## src/rtl/datapath_step_ctrl_pkg.sv

```systemverilog
// Shared definitions for the datapath run/step/halt sequencer.
package dp_ctrl_pkg;

    localparam int unsigned PC_W = 32;

    typedef enum logic [1:0] {
        RSTSEQ = 2'd0,
        HALTED = 2'd1,
        RUN    = 2'd2,
        STEP   = 2'd3
    } state_t;

endpackage

```

## src/rtl/datapath_step_ctrl_btn_debounce.sv

```systemverilog
// Raw button conditioning: 2-FF synchronizer, debounce filter and
// registered rising-edge event on the accepted level.
module btn_debounce #(
    parameter int unsigned DB_CYCLES = 1_000_000
) (
    input  logic clk,
    input  logic rst,
    input  logic btn,
    output logic evt
);

    localparam int unsigned     CW       = $clog2(DB_CYCLES);
    localparam logic [CW-1:0]   CNT_LAST = CW'(DB_CYCLES - 1);

    logic          r_sync0;
    logic          r_sync1;
    logic          r_level;
    logic          r_level_d;
    logic          r_evt;
    logic [CW-1:0] r_cnt;

    always_ff @(posedge clk) begin
        if (rst) begin
            r_sync0   <= 1'b0;
            r_sync1   <= 1'b0;
            r_level   <= 1'b0;
            r_level_d <= 1'b0;
            r_evt     <= 1'b0;
            r_cnt     <= '0;
        end else begin
            r_sync0   <= btn;
            r_sync1   <= r_sync0;
            r_level_d <= r_level;
            r_evt     <= r_level & ~r_level_d;
            // Level is accepted only after DB_CYCLES consecutive disagreeing samples.
            if (r_sync1 == r_level) begin
                r_cnt <= '0;
            end else if (r_cnt == CNT_LAST) begin
                r_level <= r_sync1;
                r_cnt   <= '0;
            end else begin
                r_cnt <= r_cnt + CW'(1);
            end
        end
    end

    assign evt = r_evt;

endmodule

```

## src/rtl/datapath_step_ctrl.sv

```systemverilog
// Run/step/halt sequencer issuing a one-cycle clock enable to the SAD datapath,
// with PC breakpoint, reset sequencing and a pulse counter.
module datapath_step_ctrl
    import dp_ctrl_pkg::*;
#(
    parameter int unsigned TICK_DIV   = 50_000_000,
    parameter int unsigned DB_CYCLES  = 1_000_000,
    parameter int unsigned RST_CYCLES = 4
) (
    input  logic            clk,
    input  logic            rst,
    input  logic            btn_run,
    input  logic            btn_step,
    input  logic            btn_halt,
    input  logic [PC_W-1:0] pc,
    input  logic [PC_W-1:0] halt_pc,
    input  logic            bp_en,
    output logic            dp_en,
    output logic            dp_rst,
    output logic [1:0]      state,
    output logic [31:0]     cycle_cnt
);

    localparam int unsigned   TW        = $clog2(TICK_DIV);
    localparam logic [TW-1:0] TICK_LAST = TW'(TICK_DIV - 1);
    localparam int unsigned   RW        = $clog2(RST_CYCLES + 1);
    localparam logic [RW-1:0] RST_LAST  = RW'(RST_CYCLES);

    logic          w_ev_run;
    logic          w_ev_step;
    logic          w_ev_halt;
    logic          w_due;
    logic          w_bp_hit;
    logic          w_dp_en_nxt;
    state_t        w_state_nxt;

    state_t        r_state;
    logic          r_dp_en;
    logic          r_dp_rst;
    logic          r_first;
    logic [TW-1:0] r_tick;
    logic [RW-1:0] r_rstcnt;
    logic [31:0]   r_cycle_cnt;

    btn_debounce #(.DB_CYCLES(DB_CYCLES)) u_db_run (
        .clk (clk), .rst (rst), .btn (btn_run),  .evt (w_ev_run)
    );
    btn_debounce #(.DB_CYCLES(DB_CYCLES)) u_db_step (
        .clk (clk), .rst (rst), .btn (btn_step), .evt (w_ev_step)
    );
    btn_debounce #(.DB_CYCLES(DB_CYCLES)) u_db_halt (
        .clk (clk), .rst (rst), .btn (btn_halt), .evt (w_ev_halt)
    );

    // Outputs are registered, so the enable is decided here and lands with the state.
    always_comb begin
        w_state_nxt = r_state;
        w_dp_en_nxt = 1'b0;
        w_due       = (r_tick == TICK_LAST);
        w_bp_hit    = bp_en && (pc == halt_pc);
        unique case (r_state)
            RSTSEQ: begin
                if (r_rstcnt == RST_LAST) w_state_nxt = HALTED;
            end
            HALTED: begin
                if (w_ev_halt) begin
                    w_state_nxt = HALTED;
                end else if (w_ev_step) begin
                    w_state_nxt = STEP;
                    w_dp_en_nxt = 1'b1;
                end else if (w_ev_run) begin
                    w_state_nxt = RUN;
                end
            end
            RUN: begin
                if (w_ev_halt || w_ev_step) begin
                    w_state_nxt = HALTED;
                end else if (w_due) begin
                    if (w_bp_hit && !r_first) w_state_nxt = HALTED;
                    else                      w_dp_en_nxt = 1'b1;
                end
            end
            STEP: begin
                w_state_nxt = HALTED;
            end
            default: begin
                w_state_nxt = RSTSEQ;
            end
        endcase
    end

    always_ff @(posedge clk) begin
        if (rst) begin
            r_state <= RSTSEQ;
        end else begin
            r_state <= w_state_nxt;
        end
    end

    always_ff @(posedge clk) begin
        if (rst) begin
            r_dp_en     <= 1'b0;
            r_dp_rst    <= 1'b1;
            r_first     <= 1'b0;
            r_tick      <= '0;
            r_rstcnt    <= '0;
            r_cycle_cnt <= '0;
        end else begin
            r_dp_en     <= w_dp_en_nxt;
            r_dp_rst    <= (w_state_nxt == RSTSEQ);
            r_cycle_cnt <= r_cycle_cnt + {31'd0, w_dp_en_nxt};
            r_tick      <= (r_state == RUN && w_state_nxt == RUN && !w_due)
                           ? r_tick + TW'(1) : '0;
            r_rstcnt    <= (r_state == RSTSEQ && w_state_nxt == RSTSEQ)
                           ? r_rstcnt + RW'(1) : '0;
            // Armed on RUN entry so the first due pulse can leave a breakpoint.
            r_first     <= (w_state_nxt == RUN) &&
                           ((r_state != RUN) || (r_first && !w_due));
        end
    end

    assign dp_en     = r_dp_en;
    assign dp_rst    = r_dp_rst;
    assign state     = r_state;
    assign cycle_cnt = r_cycle_cnt;

endmodule
```

## config.mk

```make
export PLATFORM = sky130hd
export DESIGN_NAME = datapath_step_ctrl
export DESIGN_NICKNAME = d
export VERILOG_FILES = /design/src/rtl/datapath_step_ctrl_pkg.sv /design/src/rtl/datapath_step_ctrl_btn_debounce.sv /design/src/rtl/datapath_step_ctrl.sv
export SDC_FILE = /design/constraint.sdc
export NUM_CORES = 1
export LEC_CHECK = 0
export ABC_AREA = 1
export CAP_MARGIN = 20
export CELL_PAD_IN_SITES_DETAIL_PLACEMENT = 0
export CELL_PAD_IN_SITES_GLOBAL_PLACEMENT = 1
export CORE_MARGIN = 5
export CORE_UTILIZATION = 40
export CTS_CLUSTER_SIZE = 16
export DETAILED_ROUTE_END_ITERATION = 10
export GPL_ROUTABILITY_DRIVEN = 0
export HOLD_SLACK_MARGIN = 0.03
export PLACE_DENSITY = 0.93
export SLEW_MARGIN = 20
export SYNTH_ARGS = -nofsm -noshare
export SYNTH_HDL_FRONTEND = slang
export SYNTH_SLANG_ARGS = --single-unit
```

## constraint.sdc

```tcl
create_clock -name clk -period 4.36 [get_ports clk]
set_input_delay 0.872 -clock clk [delete_from_list [all_inputs] [get_ports clk]]
set_output_delay 0.872 -clock clk [all_outputs]
set_load 0.01 [all_outputs]
```

-- After elaboration in Yosys (flattened, before gate mapping)
Cells that the tools add are included.
- word-level logic and storage cells: 91
- input port bits: 70
- register bits after elaboration: 141
- $add $sub $neg: 6
- multiplexer cells: 14
- equality and inequality tests: 14
- bitwise operators: 11
- reductions and logical operators: 21
- operator list (operator ; count):
    adder 20 x 1 -> 20 bit, second input constant ; 3
    == test 20 bit, second input constant ; 3
    adder 32 x 1 -> 32 bit ; 1
    == test 32 bit ; 1
    adder 26 x 1 -> 26 bit, second input constant ; 1
    == test 26 bit, second input constant ; 1
    2-to-1 mux 2 bit ; 7
    OR reduction 3 bit ; 3
    inverter 1 bit ; 8
    one-hot mux 2 bit (4 select lines) ; 1
    logical AND 1 bit ; 7
    == test 2 bit, second input constant ; 3
    AND reduction 2 bit ; 3
    2-to-1 mux 1 bit ; 5
    zero test 2 bit ; 2
    OR reduction 2 bit ; 2
    adder 3 x 1 -> 3 bit, second input constant ; 1
    bitwise AND 1 bit ; 3
    == test 1 bit ; 3
    == test 3 bit, second input constant ; 1
    == test 2 x 1 -> 1 bit, second input constant ; 1
    zero test 1 bit ; 2
    logical OR 1 bit ; 2
    inequality test 2 bit, second input constant ; 1
    one-hot mux 1 bit (2 select lines) ; 1

-- Depth between registers and ports, before layout
Gate-level depths: netlist of the first run.
- depth in word-level cells: 12
- mapped depth: 27

-- Cells and area by module
From an unflattened synthesis of the first run, not the netlist that was laid out.
- cells, all modules: 1141
- area total of the unflattened synthesis: 7770.0 um^2
- modules (own cells, without submodules) (module ; sequential area each (um^2) ; cells each ; area an instance (um^2) ; instances):
    datapath_step_ctrl ; 1321.3 ; 640 ; 4098.9 ; 1
    btn_debounce ; 500.5 ; 167 ; 1223.7 ; 3

-- Worst setup path before layout of the first run
Ideal clock, no wire load.
- path type: input-to-reg
- start: in halt_pc[17]
- end: reg r_cycle_cnt[22], in the netlist cycle_cnt[22]
- data required time: 4.244 ns
- arrival: 3.030 ns
- stages: 26
- setup time: 0.116 ns
- setup slack: 1.214 ns
- cell sequence: inv_1 > or2_2 > o2111ai_1 > nor2_1 > nand2_1 > nor2_1 > nand3_1 > nand2_1 > nand2_1 > nand2_1 > inv_1 > ha_1 > ha_1 > nand2_1 > inv_2 > nand2_1 > nor2_1 > nand3_1 > nor2_1 > nand3_1 > nor2_1 > nand2_1 > nor2_1 > nand3_1 > nand2_1 > a21oi_1
- longest elaborated chain between the ends: 8
- ends and longest elaborated chain (item ; line ; RTL):
    start, declared ; datapath_step_ctrl.sv:16 ; input logic [PC_W-1:0] halt_pc,
    == test 32 bit ; datapath_step_ctrl.sv:60 ; w_bp_hit = bp_en && (pc == halt_pc);
    logical AND 1 bit ; datapath_step_ctrl.sv:60 ;
    logical AND 1 bit ; datapath_step_ctrl.sv:79 ; if (w_bp_hit && !r_first) w_state_nxt = HALTED;
    2-to-1 mux 1 bit ; datapath_step_ctrl.sv:79 ;
    2-to-1 mux 1 bit ; datapath_step_ctrl.sv:78 ; end else if (w_due) begin
    2-to-1 mux 1 bit ; datapath_step_ctrl.sv:76 ; if (w_ev_halt || w_ev_step) begin
    one-hot mux 1 bit (2 select lines) ; datapath_step_ctrl.sv:61 ; unique case (r_state)
    net w_dp_en_nxt ; datapath_step_ctrl.sv:34 ; logic w_dp_en_nxt;
    adder 32 x 1 -> 32 bit ; datapath_step_ctrl.sv:111 ; r_cycle_cnt <= r_cycle_cnt + {31'd0, w_dp_en_nxt};
    end signal, assigned ; datapath_step_ctrl.sv:111 ;
    end, declared ; datapath_step_ctrl.sv:43 ; logic [31:0] r_cycle_cnt;
The timed path passes the listed nets, and every way through them passes these cells.
A chain may end at the register's enable or synchronous reset.

-- Final worst setup path of the first run
- start: in halt_pc[5]
- end: reg r_cycle_cnt[22], in the netlist cycle_cnt[22]
The elaborated chain is that of the path after synthesis.

==> results summary, run 1 <==
The net count after synthesis came out at around 1.1k. The count of placed standard cells in the final layout, fillers left out is between 1k and 1.5k. Once detailed placement completed, the half-perimeter wirelength came to 12400 um. The tightest min-delay check is of the reg -> reg type. Buffers placed on the I/O ports in this run total around 110. For met3 alone, demand over resource in global routing was ~4.3%. The netlist uses between 40 and 50 different library cells. The hold violation count in the final report came out at 0. The per-instance average area after synthesis is a little under 7 um^2. The required time of the critical path is between 4 and 5 ns. On the worst path, the slowest cell contributes a delay of approximately 0.47 ns. In the global route stage, met2 resource usage came out at 25.5%.

Clock-pin slew was measured on the worst setup and hold paths at roughly 0.060 ns. The count of cell instances traversed by the critical path is 27. For the final database, setup skew stands at about 0.0083 ns. The relative slew slack came out at 49.6%. The final worst slack came out at 0.755 ns.

The top-level port count is 106. For the pin with the worst max-slew slack, the measured transition is between 0.7 and 0.8 ns. Summing every instance area after synthesis gives 7380 um^2. The total setup buffers inserted after CTS came out at 0. The clock power share came out at 45.8%. The cell family contributing the most delay on the critical path is simple AND/OR/NAND/NOR gates. The Yosys step of the flow raised 0 warnings. The number of global-route vias before repair came to between 6k and 7k. Once detail routing completed, the nets flagged for antenna violations numbered 0.

In this run the critical register-to-register path is launched from r_tick[0]. The first detailed-routing pass ran for 4 iterations. The die boundary width came out at about 150 um. The H-tree was split into 4 levels. After synthesis the netlist holds a flip-flop and latch count of between 100 and 150.

The final hold slack came out at between 0.3 and 0.4 ns. The mean routed wirelength per cell came out at ~11 um. The area of the die came out at around 21000 um^2. Clock tree synthesis inserted a total of 17 buffers. The portion of the post-synthesis area used by sequential elements is 38.2%. In this run, post-CTS hold repair placed 0 buffers.

The aggregate global routing overflow came out at 0. Combinational cells account for between 10 and 15% of the total power. The layout net count is 1259. Measured along the y axis, the die boundary spans 146 um. The critical path contains buffers and inverters numbering 4 combined. The count of cells resized by post-cts repair came out at 0.

The largest net degree at the start of global routing came out at 44. The fraction of layout cells with a size suffix above 1 is between 6 and 7%. The total core area came out at about 18000 um^2. In this run the core area contains 49 standard-cell rows. Counting stages on the worst path, the most repeated cell is nand2_1. The time the final worst path needs with I/O delays and setup came out at between 3 and 4 ns. The post-synthesis cell count came out at around 1.1k.

The first-pass GRT wire length is 27400 um. The power density normalized to cell area is 334 nW/um^2. The vias per cell is approximately 4.6. For this run, the top clock speed supported by timing is approximately 0.28 GHz.

From synthesis to final layout, the design area changed by 25.1%. The switching part of the total came out at 23.7%. The depth of the worst hold-timing path came out at 1. The slowest stage of the critical path belongs to the cell clkdlybuf4s50_1.

The share of the cycle needed by the critical path after routing is ~83%. The capture point of the worst reg-to-reg path is cycle_cnt[22]. Setup repair after global routing left no endpoint under its margin. Summed over all layers, the routed wires come to ~16000 um. The total clock sinks came out at 141. The number of buffers on the longest clock path is 2. The number of remaining DRC errors came out at 0. The total leakage power is roughly 3.5 nW. For the final routed database, the setup TNS stands at 0 ns. The run finished with clean final reports. The number of fillers in the final layout came out at 1748. In the global route stage, met1 resource usage came out at approximately a fifth.

The overall global routing resource usage came out at between 15 and 20%. The layer flagged by global routing as most heavily used is met2. The initial antenna violation count is 0.

The timing endpoint of the critical path is cycle_cnt[22]. After detailed placement, the design holds a cell count of approximately 1.4k. STA classifies the critical path endpoint as a flop. The power share of the sequential group is between 40% and 50%. The violation count after the first detailed-route iteration is 295.

TritonCTS built the clock tree. The net switching component of the power is 0.731 mW. The final number of setup-violating endpoints came out at 0. Across the VDD grid, the largest voltage drop is roughly 0.3 mV. 0 antenna diodes ended up in the layout. For flop-to-flop paths, the worst setup slack is between 1 and 1.5 ns. Along the worst path, the maximum fanout reaches 4. The effective utilization at floorplan came out at 40.8%. The data arrival time at the worst-slack endpoint came out at 3.90 ns. STA classifies the critical path startpoint as an input pin. The worst slack at placement is between 0.3 and 0.4 ns.

The count of max-cap constraint violations is 0. The via count came out at ~6.6k. The classification of the worst setup path is in -> reg. The tree is rooted in a clkbuf_16. The max-slew violation total from the final report came out at 0. The clock network latency to the later pin of the worst-skew pair is roughly 0.41 ns. The path depth of the worst reg2reg path came out at 24. Internal power comes to 2.35 mW. In this run the worst setup path begins at halt_pc[5].
cell families (layout without fill, tap and decap cells):
kind of cell	count (synthesis)	in the layout	share of synthesized area, %
fa+ha+maj	12	12	2.03
flops	141	141	38.2
xor+xnor	54	54	6.41
compound gates	71	71	5.32
buf+inv	194	319	10.2
simple gates	592	592	37.8
cell usage in the layout (no fill, tap or decap), types with 3 or more instances in the layout:
master           instances
clkinv_2                 5
dfxtp_1                141
nor4_1                  13
inv_1                  177
nand3_1                 52
xnor2_1                 19
inv_2                    5
nor3_2                   8
a211oi_1                 4
clkinvlp_4               3
o21a_1                   6
clkdlybuf4s50_1        104
nor2_1                 196
nor4_2                   5
nor3_1                  40
clkbuf_8                 3
nand3_2                  5
ha_1                    12
nor2_2                   6
nand2_1                196
clkbuf_16               17
a21oi_1                 38
nor3b_1                 13
nand2_2                  6
or2_2                    5
nand4_1                 30
nor2_4                   3
o21ai_0                 17
xor2_1                  35
per-layer routing:
metal | vias up | wire length [um]
met5 | - | 0
met4 | 0 | 105
met3 | 10 | 606
met2 | 74 | 7550
met1 | 2908 | 7760
li1 | 3594 | -
stage by stage:
stage / utilization [%] / cell area [um^2] / power [mW]
final: 51.0 / 9230 / 3.08
after global routing: 51.0 / 9230 / 3.24
after CTS: 51.0 / 9230 / 3.13
after detailed placement: 47.8 / 8650 / 1.70
after global placement: 47.8 / 8650 / 1.70
after floorplan: - / 7380 / 1.57
worst min path at each step:
| stage | startpoint | endpoint | slack [ns] |
|---|---|---|---|
| after floorplan | u_db_halt.r_level_d | u_db_halt.evt | 0.37 |
| after CTS | u_db_halt.r_level_d | u_db_halt.evt | 0.40 |
| final | u_db_halt.r_level_d | u_db_halt.evt | 0.39 |
| after global placement | u_db_run.r_level_d | u_db_run.evt | 0.38 |
| after detailed placement | u_db_halt.r_level_d | u_db_halt.evt | 0.39 |
| after global routing | u_db_halt.r_level_d | u_db_halt.evt | 0.40 |
cell usage after synthesis:
library cell,number,share of area (%)
nand2_1,196,10
nor2_1,196,10
inv_1,177,9.0
dfxtp_1,141,38
nand3_1,52,3.5
nor3_1,40,2.7
a21oi_1,38,2.6
xor2_1,35,4.2
nand4_1,30,2.5
xnor2_1,19,2.3
o21ai_0,17,1.2
nor3b_1,13,1.3
nor4_1,13,1.1
ha_1,12,2.0
nor3_2,8,1.1
clkbuf_1,6,0.31
nand2_2,6,0.51
nor2_2,6,0.51
o21a_1,6,0.61
inv_2,5,0.25
nand3_2,5,0.68
nor4_2,5,0.85
or2_2,5,0.42
a211oi_1,4,0.41
buf_4,3,0.31
nor2_4,3,0.46
buf_6,2,0.31
nand2_4,2,0.31
nand3b_1,2,0.20
o21bai_1,2,0.20
or2_1,2,0.17
a31oi_1,1,0.085
and2_1,1,0.085
buf_2,1,0.068
nand2b_1,1,0.085
nand3_4,1,0.24
nand3b_4,1,0.27
nand4_2,1,0.17
nor2_8,1,0.27
nor3_4,1,0.22
o2111ai_1,1,0.12
o211ai_1,1,0.10
o21ai_1,1,0.068
or4_1,1,0.10
area by class of cell:
cell class              instances  area (um^2)  area share [%]
inverters                     182          683            7.40
multi-input cells             729         3800            41.2
repair buffers                106         1050            11.4
flip-flops and latches        141         2820            30.6
clock inverters                11          116            1.26
clock buffers                  20          467            5.05
well taps                     229          287            3.10
flip-flops by register name, indices dropped and copies added, names as in the netlist, 2 cells and up:
register	flops
cycle_cnt	32
r_rstcnt	3
state	2
u_db_halt.r_cnt	20
r_tick	26
u_db_step.r_cnt	20
u_db_run.r_cnt	20
power by group through the flow:
stage	combinational, mW	sequential (mW)	clock (mW)
after detailed placement	0.335	1.37	0
after floorplan	0.203	1.37	0
after global placement	0.335	1.37	0
after global routing	0.379	1.34	1.52
final	0.332	1.34	1.41
after CTS	0.336	1.34	1.45
(Power assumes the default switching activity.)
==> run 2: changes to the inputs <==
CORE_UTILIZATION = 35   (was 40)
PLACE_DENSITY = 0.87   (was 0.93)
clock period = 3.25 ns   (was 4.36 ns; I/O delays follow)
==> results summary, run 2 (same netlist as run 1, synthesis figures left out) <==
The total non-filler cell area in the finished layout was 9990 um^2 (+8.2%). The fraction of layout cells with a size suffix above 1 came out at 14.8% (+7.8 points). The power density normalized to cell area is 420 nW/um^2 (+26%). The clock transition at the registers of the reported paths came out at 0.06 ns (about the same). The number of fillers in the final layout came out at 2116 (+21%).

The final clock skew was 0.00872 ns (+0.000382 ns). The die boundary width is 155 um (+6.4%). The final hold slack was 0.386 ns (-0.00443 ns). For hold timing, the worst endpoint is u_db_run.evt.

The max-slew violation total from the final report is 0 (unchanged). The setup path with the least slack is of type in -> reg. The layout net count came to 1324 (+5.2%). The clock network latency to the later pin of the worst-skew pair is 0.42 ns (about the same). The path depth of the worst reg2reg path came out at 22 (-8.3%). The maximum fanout count along the critical path is 3 (-1). The total clock sinks was 141 (unchanged). The tree is rooted in a clkbuf_16. The length of the first detailed-routing pass in iterations is 4 (unchanged). The via count came to 6959 (+5.7%). The largest vdd supply drop came out at 0.436 mV (+41%). The count of max-cap constraint violations was 0 (unchanged). The area of the die came out at 24100 um^2 (+13%). The total wire length after detailed routing came to 17700 um (+10%).

In this run the critical register-to-register path is captured at cycle_cnt[20]. The worst register-to-register path begins at r_tick[1]. The overall power after layout is 4.20 mW (+36%).

The number of rows created at floorplan is 53 (+8.2%). The worst path buffer plus inverter count is 5 (+1). The initial antenna violation count is 0 (unchanged). Leaving out fill and tap cells, the most frequent cell in the layout is nand2_1. The depth of the worst hold-timing path came to 1 (unchanged). The number of global-route vias before repair is 6600 (+7.9%).

The worst setup path is captured at a flop. The aggregate global routing overflow came to 0 (unchanged). The hold violation count in the final report came out at 0 (unchanged).

The HPWL after detailed placement came out at 13400 um (+7.8%). The effective utilization at floorplan came out at 35.3% (-5.5 points). The area growth from synthesis to layout is 35.4%. The largest stage delay on the critical path is 0.45 ns (-0.02 ns). The violation count after the first detailed-route iteration came out at 312 (+5.8%). The first-pass GRT wire length is 29600 um (+7.9%). The final worst slack was 0.140 ns (-0.615 ns). The remaining antenna violation count is 0 (unchanged).

The final number of setup-violating endpoints is 0 (unchanged). The top-level port count is 106 (unchanged). The reg2reg setup slack is 0.18 ns (-0.96 ns). The data arrival time at the worst-slack endpoint came out at 3.46 ns (-0.44 ns). For this design, the slowest cell found on the critical path is clkdlybuf4s50_1.

The number of CTS-inserted buffers came out at 17 (unchanged). The min-delay analysis places its worst path in the category reg -> reg. The library cells used most frequently in the layout, excluding fill and tap cells, are 190 x nand2_1, 183 x nor2_1, 173 x inv_1. The number of buffers on the longest clock path came out at 2 (unchanged). The mean routed wirelength per cell came out at 11.5 um (+2.2%). The total leakage power came out at 3.90 nW (+9.9%). The number of port buffers is 105 (unchanged). The worst slack at placement is -0.539 ns (-0.865 ns). The flow ran to the end, and the final reports show no timing, DRC or antenna violations.

The die extent in y is 155 um (+6.4%). The required time of the critical path is 3.60 ns (-1.06 ns). The relative slew slack is 50.9% (+1.4 points). The total instance count after detailed placement is 1493 (+7.6%). The total core area came out at 20900 um^2 (+15%). The number of remaining DRC errors is 0 (unchanged). The vias per cell came out at 4.55 (-2.1%). The number of antenna repair diodes came to 0 (unchanged). The maximum clock frequency is about 0.32 GHz.

STA classifies the critical path startpoint as an input pin. The number of flip-flops in the largest register came out at 32 (unchanged). The CTS tree is yes. The transition time at the pin with the least slew margin was 0.736 ns (-0.0204 ns). The count of placed standard cells in the final layout, fillers left out came to 1530 (+7.9%). The share of the cycle needed by the critical path after routing came out at a little over nine tenths. The overall global routing resource usage came out at 14.7% (-0.40 points).

The area of placed instances came out at 9160 um^2 (+5.9%). The level count of the clock H-tree came out at 4 (unchanged). The worst hold path begins at u_db_run.r_level_d. The largest net degree at the start of global routing was 38 (-14%). Grouping stages by cell kind, the critical path spends the most delay in simple AND/OR/NAND/NOR gates. The time the final worst path needs with I/O delays and setup is around 3.1 ns.
## run 2: cell types whose count changed in the layout (fill, tap and decap cells not counted), sizes merged
cell	delta
buf	+65
clkdlybuf4s50	-3
dlymetal6s2s	+3
clkinv	-2
clkinvlp	+2
bufinv	-1
clkbuf	+1
inv	+1
## run 2: metrics by stage
step	setup TNS, ns	util (%)
global route	-0.0730	47.8
CTS	0	46.9
floorplan	0	-
global placement	-5.73	43.8
finish	0	47.8
detailed placement	-6.06	43.8
## run 2: report_power, final
part           total (mW)  internal, mW  switching, mW
Combinational       0.515         0.247          0.267
Sequential           1.79          1.77         0.0289
Clock                1.89          1.14          0.749
Total                4.20          3.15           1.05
## run 2: per-layer routing
| metal | GRT usage (%) | wire [um] |
|---|---|---|
| met5 | 0 | 0 |
| met4 | 4.63 | 257 |
| met3 | 3.70 | 628 |
| met2 | 24.6 | 8390 |
| met1 | 18.6 | 8400 |
## run 2: repair_timing
action / CTS / global route
gates cloned: 0 / 0
pin swaps: 6 / 23
resized for setup: 8 / 48
hold buffers: 0 / 0
endpoints found under the setup margin: 3 / 16
setup buffers: 2 / 3
hold endpoints to repair: 0 / 0
## run 2: worst reg2reg max path, stage by stage (launching register included)
cell and delay, ns:
dfxtp_1 0.35, ha_2 0.20, nand3_2 0.13, nor2_4 0.13, nand4_1 0.19, nor3_1 0.23, nand2_1 0.07, nand2_1 0.07
nand2_2 0.08, inv_2 0.07, ha_4 0.13, ha_4 0.13, nand2_2 0.06, inv_2 0.08, nand2_2 0.06, nor2_2 0.10
nand3_2 0.11, nor2_4 0.14, nand3_4 0.10, buf_6 0.14, nor3_4 0.17, a21oi_1 0.09, nor3_1 0.16
## run 2: final cells by class
type / instances / area, um^2 / share of cell area, %
multi-input cells: 729 / 4000 / 40.0
inverters: 182 / 686 / 6.86
well taps: 275 / 344 / 3.44
clock inverters: 11 / 108 / 1.08
repair buffers: 171 / 1550 / 15.5
clock buffers: 21 / 480 / 4.81
flip-flops and latches: 141 / 2820 / 28.3
## run 2: how the worst max path moves through the flow
stage	from	to	cells past startpoint
after floorplan	halt_pc[17]	cycle_cnt[22]	26
after global placement	halt_pc[17]	cycle_cnt[20]	25
after detailed placement	halt_pc[17]	cycle_cnt[20]	25
after CTS	halt_pc[17]	cycle_cnt[22]	27
after global routing	r_tick[0]	cycle_cnt[20]	22
final	halt_pc[5]	cycle_cnt[20]	25
